<file path="config.mk">
export PLATFORM = sky130hd
export DESIGN_NAME = pipelined_decode_stage
export DESIGN_NICKNAME = d
export VERILOG_FILES = /design/src/rtl/pipelined_decode_stage.sv
export SDC_FILE = /design/constraint.sdc
export NUM_CORES = 1
export LEC_CHECK = 0
export CAP_MARGIN = 30
export CORE_MARGIN = 8
export CORE_UTILIZATION = 55
export CTS_BUF_LIST = sky130_fd_sc_hd__clkbuf_4
export DETAILED_ROUTE_END_ITERATION = 10
export HOLD_SLACK_MARGIN = 0.02
export PLACE_DENSITY = 0.83
export SLEW_MARGIN = 20
export SYNTH_ARGS = -nofsm -noshare
export SYNTH_HDL_FRONTEND = slang
export SYNTH_SLANG_ARGS = --single-unit
</file>
<file path="constraint.sdc">
create_clock -name clk -period 3.5 [get_ports clk]
set_input_delay 0.35 -clock clk [delete_from_list [all_inputs] [get_ports clk]]
set_output_delay 0.35 -clock clk [all_outputs]
set_load 0.01 [all_outputs]
</file>
<file path="src/rtl/pipelined_decode_stage.sv">
// ID-stage controller: decodes opcode/func into the control bundle and registers it
// into the ID/EX boundary. It handles load-use stalls, flush bubbles, illegal-op pulses
// and a circular return-address stack for CALL and RET.
module pipelined_decode_stage #(
    parameter int OPCODE_W  = 4,
    parameter int FUNC_W    = 3,
    parameter int REG_W     = 3,
    parameter int PC_W      = 16,
    parameter int RAS_DEPTH = 4
) (
    input  logic                clk,
    input  logic                reset,
    input  logic                in_valid,
    input  logic [OPCODE_W-1:0] opcode,
    input  logic [FUNC_W-1:0]   func,
    input  logic [REG_W-1:0]    rs1,
    input  logic [REG_W-1:0]    rs2,
    input  logic [REG_W-1:0]    rd,
    input  logic [PC_W-1:0]     pc_plus1,
    input  logic                ex_stall,
    input  logic                flush,
    output logic                id_stall,
    output logic                out_valid,
    output logic                for_sig,
    output logic                update_rr,
    output logic                jmp,
    output logic                sel_pc_src,
    output logic                load,
    output logic                rtype,
    output logic                logical,
    output logic                write_reg,
    output logic                imm,
    output logic                bne,
    output logic                branch,
    output logic                write_mem,
    output logic [2:0]          alu_ctrl,
    output logic [REG_W-1:0]    out_rd,
    output logic [PC_W-1:0]     ret_addr,
    output logic                illegal,
    output logic                ras_ovf,
    output logic                ras_unf
);
    localparam int SP_W  = (RAS_DEPTH > 1) ? $clog2(RAS_DEPTH) : 1;
    localparam int CNT_W = $clog2(RAS_DEPTH + 1);
    localparam logic [CNT_W-1:0] CNT_FULL = CNT_W'(RAS_DEPTH);
    localparam logic [SP_W-1:0]  SP_LAST  = SP_W'(RAS_DEPTH - 1);

    typedef struct packed {
        logic       for_sig;
        logic       update_rr;
        logic       jmp;
        logic       sel_pc_src;
        logic       load;
        logic       rtype;
        logic       logical;
        logic       write_reg;
        logic       imm;
        logic       bne;
        logic       branch;
        logic       write_mem;
        logic [2:0] alu_ctrl;
    } ctrl_t;

    ctrl_t           dec, ctrl_q;
    logic            legal, is_call, is_ret, uses_rs2, hi_zero, accept;
    logic            do_push, do_pop;
    logic [3:0]      op;
    logic [2:0]      fn;
    logic [SP_W-1:0] sp, sp_inc, sp_dec;
    logic [CNT_W-1:0] cnt;
    logic [PC_W-1:0] ras_mem [RAS_DEPTH];

    assign op      = opcode[3:0];
    assign fn      = func[2:0];
    // Wider-than-needed opcode/func fields must carry zeros in their upper bits.
    assign hi_zero = ((opcode >> 4) == '0) && ((func >> 3) == '0);

    // Instruction decode: control bundle, legality and RAS / hazard qualifiers.
    always_comb begin
        dec          = '0;
        dec.alu_ctrl = 3'b010;
        legal        = hi_zero;
        is_call      = 1'b0;
        is_ret       = 1'b0;
        uses_rs2     = 1'b0;
        case (op)
            4'd0: begin
                dec.rtype     = 1'b1;
                dec.write_reg = 1'b1;
                dec.alu_ctrl  = fn;
                uses_rs2      = 1'b1;
                if (fn > 3'd4) legal = 1'b0;
            end
            4'd1: begin
                dec.sel_pc_src = 1'b1;
                case (fn)
                    3'd0:    dec.jmp = 1'b1;
                    3'd1:    begin dec.jmp = 1'b1; dec.update_rr = 1'b1; is_call = 1'b1; end
                    3'd2:    is_ret = 1'b1;
                    default: legal = 1'b0;
                endcase
            end
            4'd2: begin dec.logical = 1'b1; dec.imm = 1'b1; dec.write_reg = 1'b1; dec.alu_ctrl = 3'b000; end
            4'd3: begin dec.imm = 1'b1; dec.write_reg = 1'b1; dec.alu_ctrl = 3'b001; end
            4'd4: begin dec.load = 1'b1; dec.imm = 1'b1; dec.write_reg = 1'b1; dec.alu_ctrl = 3'b001; end
            4'd5: begin dec.imm = 1'b1; dec.write_mem = 1'b1; dec.alu_ctrl = 3'b001; uses_rs2 = 1'b1; end
            4'd6: begin dec.branch = 1'b1; uses_rs2 = 1'b1; end
            4'd7: begin dec.branch = 1'b1; dec.bne = 1'b1; uses_rs2 = 1'b1; end
            4'd8: begin dec.for_sig = 1'b1; dec.update_rr = 1'b1; dec.write_reg = 1'b1; end
            default: legal = 1'b0;
        endcase
    end

    // A load in ID/EX whose destination is read by the instruction in ID must wait one cycle.
    assign id_stall = in_valid & out_valid & ctrl_q.load &
                      ((out_rd == rs1) | ((out_rd == rs2) & uses_rs2));
    assign accept   = in_valid & ~id_stall & ~ex_stall & ~flush & ~reset;
    assign do_push  = accept & legal & is_call;
    assign do_pop   = accept & legal & is_ret;
    assign sp_inc   = (sp == SP_LAST) ? '0 : sp + SP_W'(1);
    assign sp_dec   = (sp == '0) ? SP_LAST : sp - SP_W'(1);

    // ID/EX register: reset > flush > ex_stall > bubble > accept.
    always_ff @(posedge clk) begin
        if (reset) begin
            ctrl_q    <= '0;
            out_valid <= 1'b0;
            out_rd    <= '0;
            illegal   <= 1'b0;
        end else if (flush) begin
            ctrl_q    <= '0;
            out_valid <= 1'b0;
            illegal   <= 1'b0;
        end else if (ex_stall) begin
            illegal   <= 1'b0;
        end else if (id_stall || !in_valid) begin
            ctrl_q    <= '0;
            out_valid <= 1'b0;
            illegal   <= 1'b0;
        end else if (legal) begin
            ctrl_q    <= dec;
            out_valid <= 1'b1;
            out_rd    <= rd;
            illegal   <= 1'b0;
        end else begin
            ctrl_q    <= '0;
            out_valid <= 1'b0;
            illegal   <= 1'b1;
        end
    end

    // RAS bookkeeping: sp is the next free slot; a full push overwrites the oldest entry.
    always_ff @(posedge clk) begin
        if (reset) begin
            sp       <= '0;
            cnt      <= '0;
            ras_ovf  <= 1'b0;
            ras_unf  <= 1'b0;
            ret_addr <= '0;
        end else if (do_push) begin
            sp <= sp_inc;
            if (cnt == CNT_FULL) ras_ovf <= 1'b1;
            else                 cnt     <= cnt + CNT_W'(1);
        end else if (do_pop) begin
            if (cnt == '0) begin
                ret_addr <= '0;
                ras_unf  <= 1'b1;
            end else begin
                ret_addr <= ras_mem[sp_dec];
                sp       <= sp_dec;
                cnt      <= cnt - CNT_W'(1);
            end
        end
    end

    // RAS storage: contents are only meaningful below cnt, so no reset is needed.
    always_ff @(posedge clk) begin
        if (do_push) ras_mem[sp] <= pc_plus1;
    end

    assign for_sig    = ctrl_q.for_sig;
    assign update_rr  = ctrl_q.update_rr;
    assign jmp        = ctrl_q.jmp;
    assign sel_pc_src = ctrl_q.sel_pc_src;
    assign load       = ctrl_q.load;
    assign rtype      = ctrl_q.rtype;
    assign logical    = ctrl_q.logical;
    assign write_reg  = ctrl_q.write_reg;
    assign imm        = ctrl_q.imm;
    assign bne        = ctrl_q.bne;
    assign branch     = ctrl_q.branch;
    assign write_mem  = ctrl_q.write_mem;
    assign alu_ctrl   = ctrl_q.alu_ctrl;
endmodule

</file>
==> flow_summary_export.csv, run 1 <==
group,metric,value,unit
final_layout,utilization,70.7,%
placement,dp.cells,503,
detailed_routing,drc,0,
worst_setup_path,arrival,3.24,ns
grt,grt_start_max_net_pins,28,
pwr,p_leak,1.84,nW
timing,hold_ws,0.475,ns
final_layout,synthToLayoutAreaGrowth,24.1,%
worst_setup_path,crit_fanout,5,
placement,gp_congestion,0.860,
grt,grt_use_met1,20.0,%
final_layout,antenna_cells,0,
clock_tree,cts_tree,"yes",
worst_setup_path,crit_family,"simple AND/OR/NAND/NOR gates",
worst_setup_path,required,3.84,ns
timing,slew_headroom,48.5,%
detailed_routing,drtPass1Iterations,4,
worst_setup_path,crit_slowest_cell,"or4_1",
run_status,outcome,"complete, no violations",
floorplan,die_area,0.0111,mm2
clock_tree,htreeDepth,3,
synth,synth_top_area_share,43.7,%
floorplan,die_x,105,um
floorplan,ioPinCount,76,
grt,grt_pass1_vias,3106,
synth,synth_edf_count,64,
synth,yosysSeqAreaShare,63.2,%
floorplan,initial_core_util,57.0,%
synth,yosysMostFrequentCell,"edfxtp_1",
floorplan,core.rowCount,32,
grt,grtUsageMet2,29.2,%
placement,dpl.hpwl,6540,um
timing,worst_pin_slew,0.772,ns
detailed_routing,via_count,2945,
job,drv_cap,0,
final_layout,nNetsFinal,455,
worst_setup_path,max_stage_delay,0.66,ns
synth,yosys.area.top_type,"edfxtp_1",
clock_tree,clock_tree.root_cell,"clkbuf_4",
synth,yosys-top-cells-count,"64 x edfxtp_1, 43 x dfxtp_1, 29 x nor2_1, 24 x inv_1",
final_layout,largest_register,"ras_mem",
detailed_routing,viasPerCell,5.66,
timing,hold_viol,0,
synth,synth-warning-count,0,
timing,final_max_slew_viol_count,0,
timing,min_period_over_period,83.1,%
floorplan,die-height,105,um
synth,syn_nets,371,
synth,synthFlopType,"edfxtp_1",
placement,io_buffers,75,
synth,netlist_area,0.00440,mm2
timing,setup_tns,0,ns
clock_tree,post_cts_buffers,0,
clock_tree,clock_latency,0.43,ns
final_layout,largest_reg_flops,64,
timing,fmax,344,MHz
worst_setup_path,cp.buffers_inverters,1,
clock_tree,cts_made_buffers,9,
clock_tree,cts.sinks,107,
final_layout,drive_gt1_share,13.9,%
grt,busiest_layer,"met2",
synth,avgSynthCellArea,13.4,um2
grt,grt_first_pass_wirelength,15200,um
worst_setup_path,end_kind,"register",
pwr,irDropWorstVdd,0.305,mV
worst_setup_path,startpoint_type,"input pin",
final_layout,top_regs,"ras_mem (64), ret_addr (16)",
detailed_routing,drt-initial-drc-count,112,
detailed_routing,post_drt_wl_per_cell,18.0,um
clock_tree,ctsResizeCount,0,
synth,synth_seq_cells,107,
timing,rsz0062_at_grt,"no",
final_layout,final_cells,520,
worst_setup_path,cp_cell_sequence,"clkdlybuf4s50_1, nor4b_1, nand2b_1, or4_1, fa_1, xor2_1, nor4_1, mux2_2",
clock_tree,clockBufferDepth,2,
detailed_routing,routed_wl,9370,um
worst_setup_path,critPathKind,"in2reg",
timing,finalSetupViolCount,0,
pwr,power.density,375,mW/mm2
floorplan,core,0.00773,mm2
timing,clock_skew,0.0119,ns
detailed_routing,ant_nets,0,
timing,period_needed,2.91,ns
grt,overflow,0,
clock_tree,ctsHoldBuffers,0,
grt,grt_util_all_layers,16.9,%
synth,async_flop_share,0,%
min_path,min_path_type,"reg2reg",
grt,grtUsageMet3,4.08,%
synth,synthTopCellsByArea,"edfxtp_1 44%, dfxtp_1 20%, mux4_2 8.2%",
grt,antenna_found_initial,0,
synth,synthCells,329,
clock_tree,clk_pin_slew,0.16,ns
synth,synthDistinctLibCells,48,
==> tightest hold or removal path, delay by kind of cell, from the launching register on <==
kind,cells,cell delay (ns)
DFF,1,0.34
and+or+nand+nor,1,0.06
AOI/OAI and AO/OA,1,0.05
==> cells by family after synthesis <==
group	count (synthesis)	synth area share, %
AO/OA/AOI/OAI	66	11.1
AND/OR/NAND/NOR	81	9.89
flip-flops	107	63.2
XOR/XNOR	8	1.59
buffers and inverters	45	4.15
adder cells (fa/ha/maj)	5	1.59
multiplexers	17	8.44
==> layer usage <==
layer | wire length (um) | part of all wire (%)
met5 | 0 | 0
met3 | 467 | 5.0
met2 | 4720 | 50
met4 | 137 | 1.5
met1 | 4050 | 43
==> stage by stage <==
step	power, mW	area (um2)	setup WS [ns]
2_1_floorplan	1.42	4400	0.597
3_3_place_gp	1.49	5320	0.217
3_5_place_dp	1.50	5320	0.142
4_1_cts	2.06	5450	0.612
5_1_grt	2.13	5460	0.447
6_report	2.05	5460	0.592
==> layout make-up <==
class,count,area [um2]
fill,538,2270
clock buffer,9,67.6
inverter,24,90.1
sequential,107,2780
timing repair buffer,94,897
clock inverter,7,60.1
multi-input combinational,177,1440
tap,102,128
==> placed cells by master (no fill, tap or decap), drive strengths merged, types with 2 or more instances in the layout <==
| cell type | n |
|---|---|
| or3 | 2 |
| inv | 27 |
| or4 | 3 |
| nor4 | 4 |
| nand2 | 10 |
| o2bb2ai | 16 |
| nand2b | 6 |
| a21oi | 16 |
| clkinvlp | 2 |
| nor3 | 5 |
| a211oi | 2 |
| nand4b | 5 |
| clkinv | 2 |
| edfxtp | 64 |
| clkdlybuf4s50 | 75 |
| dfxtp | 43 |
| nand4 | 2 |
| nor4b | 2 |
| nand3 | 4 |
| nor2b | 5 |
| nor2 | 29 |
| xor2 | 7 |
| a32oi | 7 |
| o21ai | 4 |
| a31oi | 3 |
| a21o | 2 |
| a22oi | 4 |
| mux4 | 16 |
| o31ai | 5 |
| clkbuf | 9 |
| buf | 19 |
| ha | 4 |
==> power by group <==
part | internal (mW) | total [mW] | switching, mW
logic | 0.0667 | 0.135 | 0.0680
registers | 1.33 | 1.34 | 0.00213
clock network | 0.159 | 0.577 | 0.418
==> path summary, 6_finish.rpt <==
check | to | cells after the start | slack (ns) | start
setup / recovery | cnt[2] | 8 | 0.59 | opcode[1]
hold / removal | bne | 2 | 0.48 | bne
setup reg to reg | cnt[2] | 8 | 0.66 | out_rd[2]
hold reg to reg | bne | 2 | 0.48 | bne
(Power assumes the default switching activity.)
==> run 2, diff against run 1 <==
--- a/config.mk
+++ b/config.mk
@@ -7,11 +7,11 @@
 export LEC_CHECK = 0
 export CAP_MARGIN = 30
 export CORE_MARGIN = 8
-export CORE_UTILIZATION = 55
+export CORE_UTILIZATION = 49
 export CTS_BUF_LIST = sky130_fd_sc_hd__clkbuf_4
 export DETAILED_ROUTE_END_ITERATION = 10
 export HOLD_SLACK_MARGIN = 0.02
-export PLACE_DENSITY = 0.83
+export PLACE_DENSITY = 0.78
 export SLEW_MARGIN = 20
 export SYNTH_ARGS = -nofsm -noshare
 export SYNTH_HDL_FRONTEND = slang
==> constraint.sdc (replaced) <==
create_clock -name clk -period 2.6 [get_ports clk]
set_input_delay 0.26 -clock clk [delete_from_list [all_inputs] [get_ports clk]]
set_output_delay 0.26 -clock clk [all_outputs]
set_load 0.01 [all_outputs]
==> run 2 against run 1 <==
Compared with the run above:
- register-to-register slack got worse by 0.59 ns
- critical path depth unchanged
- core utilization decreased by 4.8 points
- combinational power increased by 51%
- routed wire length increased by 5.4%
==> flow_summary_export.csv, run 2 (synthesized netlist as in run 1, its figures left out) <==
group,metric,value,unit
run_status,outcome,"complete, no violations",
detailed_routing,routed_wl,9870,um
floorplan,initial_core_util,50.5,%
clock_tree,clock_latency,0.45,ns
pwr,irDropWorstVdd,0.308,mV
worst_setup_path,startpoint_type,"register",
grt,grt_pass1_vias,3046,
placement,io_buffers,75,
worst_setup_path,crit_family,"simple AND/OR/NAND/NOR gates",
final_layout,final_cell_area,0.00574,mm2
grt,overflow,0,
pwr,p_total,2.89,mW
grt,antenna_found_initial,0,
final_layout,synthToLayoutAreaGrowth,30.5,%
detailed_routing,viasPerCell,5.57,
detailed_routing,drc,0,
final_layout,largest_register,"ras_mem",
timing,finalSetupViolCount,0,
detailed_routing,drtPass1Iterations,4,
worst_setup_path,critPathKind,"reg2reg",
job,drv_cap,0,
placement,dpl.hpwl,6980,um
timing,clock_skew,0.0226,ns
clock_tree,ctsHoldBuffers,0,
final_layout,top_regs,"ras_mem (64), ret_addr (16)",
clock_tree,cts_tree,"yes",
worst_setup_path,r2r_slack,0.07,ns
final_layout,nNetsFinal,474,
detailed_routing,post_drt_wl_per_cell,18.1,um
clock_tree,cts_made_buffers,9,
floorplan,die_x,111,um
pwr,power.density,503,mW/mm2
placement,dpl-instance-area,0.00555,mm2
worst_setup_path,required,3.00,ns
clock_tree,clock_tree.root_cell,"clkbuf_4",
pwr,p_leak,1.98,nW
timing,rsz0062_at_grt,"yes",
worst_setup_path,arrival,2.93,ns
floorplan,core,0.00872,mm2
final_layout,antenna_cells,0,
final_layout,final_cell_mix,"74 x clkdlybuf4s50_1, 64 x edfxtp_1, 40 x dfxtp_1",
timing,min_period_over_period,97.4,%
clock_tree,htreeDepth,3,
worst_setup_path,max_stage_delay,0.53,ns
placement,gp_congestion,0.757,
worst_setup_path,reg2reg_from,"out_rd[2]",
timing,hold_viol,0,
min_path,hold_depth,3,
worst_setup_path,crit_slowest_cell,"or4_1",
final_layout,final_common_cell,"clkdlybuf4s50_1",
detailed_routing,via_count,3035,
timing,slew_headroom,66.8,%
final_layout,largest_reg_flops,64,
floorplan,die-height,111,um
floorplan,ioPinCount,76,
timing,fmax,395,MHz
grt,grt_first_pass_wirelength,15700,um
worst_setup_path,cp_cell_sequence,"xor2_4, o41ai_2, a21o_1, or4_4, fa_1, inv_1, or4_1, a21oi_2",
final_layout,fill_cells,635,
min_path,min_path_type,"in2reg",
min_path,min_to,"out_rd[2]",
worst_setup_path,crit_fanout,4,
worst_setup_path,worstRegToRegCells,8,
timing,final_max_slew_viol_count,0,
timing,worst_pin_slew,0.498,ns
min_path,worstHoldStart,"rd[2]",
floorplan,core.rowCount,34,
detailed_routing,ant_nets,0,
detailed_routing,drt-initial-drc-count,165,
clock_tree,clockBufferDepth,2,
timing,period_needed,2.53,ns
worst_setup_path,cp.buffers_inverters,1,
clock_tree,cts.sinks,107,
grt,grt_start_max_net_pins,20,
clock_tree,clk_pin_slew,0.17,ns
worst_setup_path,r2r-end,"cnt[1]",
final_layout,drive_gt1_share,21.1,%
worst_setup_path,end_kind,"register",
floorplan,die_area,0.0123,mm2
grt,grt_util_all_layers,15.7,%
## run 2: cell types whose count changed in the layout (fill, tap and decap cells not counted), sizes merged
cell           before  now
dlymetal6s2s        0    1
clkbuf              9   10
bufinv              0    1
inv                27   26
buf                19   38
clkinvlp            2    1
clkdlybuf4s50      75   74
## run 2: how the worst max path moves through the flow
stage	from	to	slack [ns]	depth (start not counted)
4_1_cts	opcode[1]	cnt[2]	0.01	8
3_5_place_dp	opcode[1]	cnt[2]	-0.47	8
6_report	out_rd[2]	cnt[1]	0.07	8
3_3_place_gp	opcode[1]	cnt[2]	-0.39	8
2_1_floorplan	opcode[1]	cnt[2]	-0.07	11
5_1_grt	out_rd[2]	cnt[1]	-0.01	8
## run 2: layer usage
metal	wire, um	vias to the layer above	GRT usage, %
met5	0	-	0
li1	-	1448	-
met3	420	12	3.14
met1	4340	1500	19.5
met4	130	0	5.50
met2	4980	75	26.6
## run 2: through the flow
step / std cells / setup WS, ns / utilization (%) / TNS, ns / hold slack (ns)
finish: 545 / 0.0678 / 65.9 / 0 / 0.390
detailed placement: 529 / -0.471 / 63.7 / -3.85 / 0.445
CTS: 545 / 0.0140 / 65.6 / 0 / 0.375
floorplan: 329 / -0.0684 / - / -0.127 / 0.359
global placement: 529 / -0.392 / 63.7 / -1.93 / 0.442
global route: 545 / -0.0125 / 65.9 / -0.0125 / 0.381
## run 2: timing repair
item	in CTS	in global routing
setup buffers	0	0
resized for setup	1	5
cloned	0	0
pin swaps	0	3
setup endpoints to repair	1	3
## run 2: cell type report
type	count	area (um2)	share of cell area (%)
Multi-Input combinational cell	177	1520	26.4
Sequential cell	107	2790	48.6
Clock buffer	10	75.1	1.31
Inverter	24	90.1	1.57
Timing Repair Buffer	113	1050	18.3
Tap cell	108	135	2.35
Clock inverter	6	82.6	1.44
## run 2: power breakdown
group          switching (mW)  total (mW)  internal [mW]
combinational           0.101       0.204          0.103
clock                   0.567       0.891          0.324
sequential            0.00350        1.80           1.79
## run 2: worst reg2reg max path, cell delays in order, from the launching register on
cell and delay (ns):
dfxtp_4 0.43, xor2_4 0.17, o41ai_2 0.11, a21o_1 0.18
or4_4 0.43, fa_1 0.49, inv_1 0.03, or4_1 0.53
a21oi_2 0.12
==> run 3, diff against run 2 <==
--- a/config.mk
+++ b/config.mk
@@ -9,6 +9,7 @@
 export CORE_MARGIN = 8
 export CORE_UTILIZATION = 49
 export CTS_BUF_LIST = sky130_fd_sc_hd__clkbuf_4
+export CTS_CLUSTER_DIAMETER = 80
 export DETAILED_ROUTE_END_ITERATION = 10
 export HOLD_SLACK_MARGIN = 0.02
 export PLACE_DENSITY = 0.78
==> results of run 3 <==
Same layout as run 2: the final DEF is identical, and so are final timing and power.
